**src/rtl/fb_fill_master.sv**
```systemverilog
// fb_fill_master: fills a clipped rectangle of a 16-bit-per-pixel framebuffer
// with a constant RGB555 colour. The fill is issued as Avalon-MM word writes,
// two pixels per 32-bit word, with byte enables masking the ragged row edges.
module fb_fill_master #(
  parameter int H_PIXELS     = 640,
  parameter int V_PIXELS     = 480,
  parameter int STRIDE_BYTES = 1280
) (
  input  logic        clk,
  input  logic        rst,
  input  logic        start,
  input  logic [31:0] fbAddr,
  input  logic [9:0]  x0,
  input  logic [9:0]  y0,
  input  logic [10:0] width,
  input  logic [10:0] height,
  input  logic [14:0] color,
  output logic        busy,
  output logic        done,
  output logic [31:0] master_address,
  output logic        master_write,
  output logic [31:0] master_writedata,
  output logic [3:0]  master_byteenable,
  input  logic        master_wait_request
);

  localparam logic [11:0] H_LIM  = 12'(H_PIXELS);
  localparam logic [11:0] V_LIM  = 12'(V_PIXELS);
  localparam logic [31:0] STRIDE = 32'(STRIDE_BYTES);

  typedef enum logic [2:0] {IDLE, SETUP, WRITE, NEXT_ROW, DONE} state_t;

  // Byte enables for word idx of a row: the first and last words are masked
  // to their pixel halves; a single-word row gets both masks.
  function automatic logic [3:0] word_be(input logic [10:0] idx,
                                         input logic [10:0] nwords,
                                         input logic [3:0]  first_be,
                                         input logic [3:0]  last_be);
    logic [3:0] r;
    r = 4'b1111;
    if (idx == 11'd0) r = r & first_be;
    if (idx == nwords - 11'd1) r = r & last_be;
    return r;
  endfunction

  state_t      state_q, state_d;
  logic [31:0] fb_q, fb_d;
  logic [9:0]  x0_q, x0_d, y0_q, y0_d;
  logic [10:0] w_q, w_d, h_q, h_d;
  logic [14:0] color_q, color_d;
  logic [31:0] row_addr_q, row_addr_d;
  logic [10:0] idx_q, idx_d, nwords_q, nwords_d;
  logic [11:0] rows_left_q, rows_left_d;
  logic [3:0]  first_be_q, first_be_d, last_be_q, last_be_d;
  logic        busy_q, busy_d, done_q, done_d, write_q, write_d;
  logic [31:0] addr_q, addr_d, wdata_q, wdata_d;
  logic [3:0]  be_q, be_d;

  // Clipping geometry of the captured rectangle, consumed in SETUP.
  logic [11:0] x_sum_s, y_sum_s, eff_w_s, eff_h_s, x_end_s;
  logic [10:0] nwords_s;
  logic [3:0]  first_be_s, last_be_s;
  logic [31:0] row_start_s;
  logic        skip_s;

  // Clip the rectangle to the framebuffer and derive row word span and masks.
  always_comb begin
    x_sum_s     = {2'b00, x0_q} + {1'b0, w_q};
    y_sum_s     = {2'b00, y0_q} + {1'b0, h_q};
    eff_w_s     = (x_sum_s > H_LIM) ? (H_LIM - {2'b00, x0_q}) : {1'b0, w_q};
    eff_h_s     = (y_sum_s > V_LIM) ? (V_LIM - {2'b00, y0_q}) : {1'b0, h_q};
    x_end_s     = {2'b00, x0_q} + eff_w_s - 12'd1;
    nwords_s    = x_end_s[11:1] - {2'b00, x0_q[9:1]} + 11'd1;
    first_be_s  = x0_q[0] ? 4'b1100 : 4'b1111;
    last_be_s   = x_end_s[0] ? 4'b1111 : 4'b0011;
    row_start_s = fb_q + ({22'd0, y0_q} * STRIDE) + {21'd0, x0_q[9:1], 2'b00};
    skip_s      = ({2'b00, x0_q} >= H_LIM) || ({2'b00, y0_q} >= V_LIM) ||
                  (w_q == 11'd0) || (h_q == 11'd0);
  end

  // Next-state and next-output logic of the fill sequencer.
  always_comb begin
    state_d     = state_q;
    fb_d        = fb_q;
    x0_d        = x0_q;
    y0_d        = y0_q;
    w_d         = w_q;
    h_d         = h_q;
    color_d     = color_q;
    row_addr_d  = row_addr_q;
    idx_d       = idx_q;
    nwords_d    = nwords_q;
    rows_left_d = rows_left_q;
    first_be_d  = first_be_q;
    last_be_d   = last_be_q;
    busy_d      = busy_q;
    done_d      = 1'b0;
    write_d     = write_q;
    addr_d      = addr_q;
    wdata_d     = wdata_q;
    be_d        = be_q;
    case (state_q)
      IDLE: begin
        if (start) begin
          fb_d    = fbAddr & 32'hFFFF_FFFC;
          x0_d    = x0;
          y0_d    = y0;
          w_d     = width;
          h_d     = height;
          color_d = color;
          busy_d  = 1'b1;
          state_d = SETUP;
        end else begin
          busy_d  = 1'b0;
        end
      end
      SETUP: begin
        if (skip_s) begin
          state_d = DONE;
          busy_d  = 1'b0;
          done_d  = 1'b1;
        end else begin
          state_d     = WRITE;
          row_addr_d  = row_start_s;
          nwords_d    = nwords_s;
          idx_d       = 11'd0;
          rows_left_d = eff_h_s;
          first_be_d  = first_be_s;
          last_be_d   = last_be_s;
          addr_d      = row_start_s;
          write_d     = 1'b1;
          wdata_d     = {1'b0, color_q, 1'b0, color_q};
          be_d        = word_be(11'd0, nwords_s, first_be_s, last_be_s);
        end
      end
      WRITE: begin
        if (!master_wait_request) begin
          if (idx_q == nwords_q - 11'd1) begin
            state_d     = NEXT_ROW;
            write_d     = 1'b0;
            row_addr_d  = row_addr_q + STRIDE;
            rows_left_d = rows_left_q - 12'd1;
          end else begin
            idx_d  = idx_q + 11'd1;
            addr_d = addr_q + 32'd4;
            be_d   = word_be(idx_q + 11'd1, nwords_q, first_be_q, last_be_q);
          end
        end else begin
          write_d = 1'b1;
        end
      end
      NEXT_ROW: begin
        if (rows_left_q == 12'd0) begin
          state_d = DONE;
          busy_d  = 1'b0;
          done_d  = 1'b1;
        end else begin
          state_d = WRITE;
          idx_d   = 11'd0;
          addr_d  = row_addr_q;
          write_d = 1'b1;
          be_d    = word_be(11'd0, nwords_q, first_be_q, last_be_q);
        end
      end
      DONE: begin
        state_d = IDLE;
      end
      default: begin
        state_d = IDLE;
        busy_d  = 1'b0;
        write_d = 1'b0;
      end
    endcase
  end

  // State and registered outputs; reset clears everything immediately.
  always_ff @(posedge clk or posedge rst) begin
    if (rst) begin
      state_q     <= IDLE;
      fb_q        <= 32'd0;
      x0_q        <= 10'd0;
      y0_q        <= 10'd0;
      w_q         <= 11'd0;
      h_q         <= 11'd0;
      color_q     <= 15'd0;
      row_addr_q  <= 32'd0;
      idx_q       <= 11'd0;
      nwords_q    <= 11'd0;
      rows_left_q <= 12'd0;
      first_be_q  <= 4'd0;
      last_be_q   <= 4'd0;
      busy_q      <= 1'b0;
      done_q      <= 1'b0;
      write_q     <= 1'b0;
      addr_q      <= 32'd0;
      wdata_q     <= 32'd0;
      be_q        <= 4'd0;
    end else begin
      state_q     <= state_d;
      fb_q        <= fb_d;
      x0_q        <= x0_d;
      y0_q        <= y0_d;
      w_q         <= w_d;
      h_q         <= h_d;
      color_q     <= color_d;
      row_addr_q  <= row_addr_d;
      idx_q       <= idx_d;
      nwords_q    <= nwords_d;
      rows_left_q <= rows_left_d;
      first_be_q  <= first_be_d;
      last_be_q   <= last_be_d;
      busy_q      <= busy_d;
      done_q      <= done_d;
      write_q     <= write_d;
      addr_q      <= addr_d;
      wdata_q     <= wdata_d;
      be_q        <= be_d;
    end
  end

  assign busy              = busy_q;
  assign done              = done_q;
  assign master_address    = addr_q;
  assign master_write      = write_q;
  assign master_writedata  = wdata_q;
  assign master_byteenable = be_q;

endmodule

```
**config.mk**
```make
export PLATFORM = sky130hd
export DESIGN_NAME = fb_fill_master
export DESIGN_NICKNAME = d
export VERILOG_FILES = /design/src/rtl/fb_fill_master.sv
export SDC_FILE = /design/constraint.sdc
export NUM_CORES = 1
export LEC_CHECK = 0
export CAP_MARGIN = 20
export CORE_MARGIN = 2
export CORE_UTILIZATION = 60
export DETAILED_ROUTE_END_ITERATION = 8
export GPL_TIMING_DRIVEN = 1
export PLACE_DENSITY = 0.83
export SETUP_SLACK_MARGIN = 0.5
export SYNTH_ARGS = -nofsm -noshare
export SYNTH_HDL_FRONTEND = slang
export SYNTH_SLANG_ARGS = --single-unit
```
**constraint.sdc**
```tcl
create_clock -name clk -period 21.8 [get_ports clk]
set_input_delay 4.36 -clock clk [delete_from_list [all_inputs] [get_ports clk]]
set_output_delay 4.36 -clock clk [all_outputs]
set_load 0.02 [all_outputs]
```
==> metrics <==
Synth-to-Final Area Change=16.74%; worst reg-to-reg path cell count=30; clock skew=0.01260 ns; Largest stage delay, worst path=0.52 ns; setup violators final=0; setup TNS=0 ns; slowest CP cell=a211o_1; Synth cell types=87; Worst-Margin Slew=1.094 ns; most frequent cells in the layout=nand2_1, dfrtp_1, clkdlybuf4s50_1; Fin. Hold Viols=0; CP endpoint kind=flop; Core Area=24460 sq um; post-route ant nets=0; routed vias/inst=6.181; CTS sink cnt=208; MaxCap Viol Count=0; EDFF count, synth=0; Final Wtd Congestion=0.9374; vias in the first global route=12792; WP depth=30; worst hold-check path type=reg2reg; Setup Buffers After CTS=0; CTS root buffer=clkbuf_16; crit-path leading delay family=compound AO/OA/AOI/OAI gates; grt ovf=0; Post-DP HPWL=27720 um; Hold Buf Count CTS=0; largest net degree at the start of global routing=123; total number of vias=13203; drt first-iter violations=1088; GRT Total Usage=29.64%; Min Clock Period, post-route=7.268 ns; pre-CTS setup slack=14.63 ns; Die Y=162.2 um; fin crit share=33.34%; max_slew headroom=27.06%; RSZ-0062 raised after global routing=false; ANT cells=0; num rows=57; Post-synth ARST share=100.0%; max frequency=137.6 MHz; Worst Setup Path Type=reg2reg; worst setup margin=14.53 ns; # IOs=164; Buffers & Inverters on Critical Path=1; Yosys warnings=0; Synth Instances=1692; critical path required time=22.18 ns; DRC Markers=0; crit path launch type=flop; H-tree depth=1; Pre-Repair DR Iteration Count=6; latest clock arrival within the worst-skew pair=0.53 ns; average wire per standard cell=18.22 um; drt total wl=38910 um; hold_ws=0.4584 ns; Slew Limit Fails=0; synthesized area per cell=8.879 sq um; post-cts resize count=0; Clock Tree Buf Depth=3; most common cell after layout, fill and taps aside=nand2_1; CTS Buf Count=24; share of cells above drive strength 1=9.272%; Worst Hold Depth=2; global-route wire length before repair=63740 um; register area share after synthesis=34.65%; Worst EP arrival=7.65 ns; Die Wd=162.2 um; CTS clk-pin slew, worst paths=0.06 ns; die area=26320 sq um; nets=2015; Yosys reg bits=208; status=finished clean; antenna violations before repair=0; fillers=1791; synthesized cell area=15020 sq um; crit path max fanout=11; Initial Util=61.41%; CTS tree=built; most used flip-flop cell after synthesis=dfrtp_1; Worst path most repeated cell=ha_1; PortBufs=159
-- flip-flops by register name (all words and copies together), names as in the netlist, 2 cells and up --
| signal | count |
|---|---|
| master_address | 31 |
| first_be_q | 2 |
| nwords_q | 11 |
| idx_q | 11 |
| color_q | 15 |
| row_addr_q | 30 |
| h_q | 11 |
| fb_q | 30 |
| w_q | 11 |
| master_writedata | 15 |
| x0_q | 10 |
| rows_left_q | 12 |
| y0_q | 10 |
| state_q | 3 |
| master_byteenable | 2 |
-- worst paths after layout --
path                       startpoint                   end  slack [ns]
min                        color_q[1]  master_writedata[17]        0.46
max                           x0_q[0]  master_byteenable[2]       14.53
min reg2reg                color_q[1]  master_writedata[17]        0.46
max reg2reg                   x0_q[0]  master_byteenable[2]       14.53
max in group asynchronous         rst                w_q[2]       16.15
min in group asynchronous         rst    master_address[19]        4.36
-- cells in the mapped netlist, types with 10 or more instances --
| master | count | area (sq um) |
|---|---|---|
| o21a_1 | 12 | 90.09 |
| nand4_1 | 18 | 112.6 |
| mux2i_1 | 27 | 270.3 |
| ha_1 | 118 | 1476 |
| buf_2 | 11 | 55.05 |
| o211ai_1 | 14 | 105.1 |
| a31oi_1 | 14 | 87.58 |
| nand3_1 | 51 | 255.2 |
| nand2_1 | 217 | 814.5 |
| o21ai_0 | 133 | 665.6 |
| nor2b_1 | 10 | 62.56 |
| nor3_1 | 45 | 225.2 |
| and3_1 | 23 | 143.9 |
| nand2b_1 | 15 | 93.84 |
| buf_4 | 21 | 157.7 |
| o31ai_1 | 23 | 172.7 |
| inv_1 | 82 | 307.8 |
| a211oi_1 | 10 | 75.07 |
| mux2_2 | 75 | 844.6 |
| a21o_1 | 17 | 127.6 |
| a21oi_1 | 97 | 485.5 |
| nor2_1 | 101 | 379.1 |
| xor2_1 | 50 | 437.9 |
| nor4_1 | 10 | 62.56 |
| xnor2_1 | 65 | 569.3 |
| clkbuf_1 | 62 | 232.7 |
| o221ai_1 | 10 | 87.58 |
| dfrtp_1 | 208 | 5205 |
-- layer usage --
metal | up-vias | track usage (%) | part of all wire (%)
met1 | 6362 | 40.79 | 43
met4 | 0 | 9.614 | 2.7
met5 | - | 0 | 0
li1 | 6234 | - | -
met2 | 520 | 47.87 | 46
met3 | 87 | 5.133 | 7.8
-- stage by stage --
stage	instance area [sq um]	util, %	std cells
after floorplan	15030	-	1693
after global placement	16690	68.25	2092
after detailed placement	16690	68.25	2092
after CTS	17510	71.58	2135
after global routing	17540	71.69	2136
final	17540	71.69	2136
-- area by class of cell --
cell class / instances / area, sq um / share of cell area (%)
well taps: 324 / 405.4 / 2.311
inverters: 83 / 319.1 / 1.819
clock inverters: 8 / 92.59 / 0.5279
flip-flops and latches: 208 / 5205 / 29.68
repair buffers: 173 / 1717 / 9.788
multi-input cells: 1305 / 9076 / 51.75
clock buffers: 35 / 723.2 / 4.124
-- cells by family after synthesis --
logic type | Yosys count | synth area share, %
mux | 102 | 7.421
other cells | 1 | 0.02496
flops | 208 | 34.65
fa+ha+maj | 127 | 11.03
xor+xnor | 115 | 6.704
buf+inv | 180 | 5.222
simple gates | 546 | 17.33
compound gates | 413 | 17.62
-- worst reg2reg max path: cells and delay by family, from the launching register on --
family | cells | cell delay (ns)
compound gates | 15 | 3.62
xor+xnor | 3 | 0.45
fa+ha+maj | 6 | 1.83
buf+inv | 1 | 0.10
flops | 1 | 0.48
mux | 1 | 0.26
simple gates | 4 | 0.38
Power is left out: the tool's default activity adds up to more than one toggle a clock period on the data nets, which glitch-free logic cannot reach.
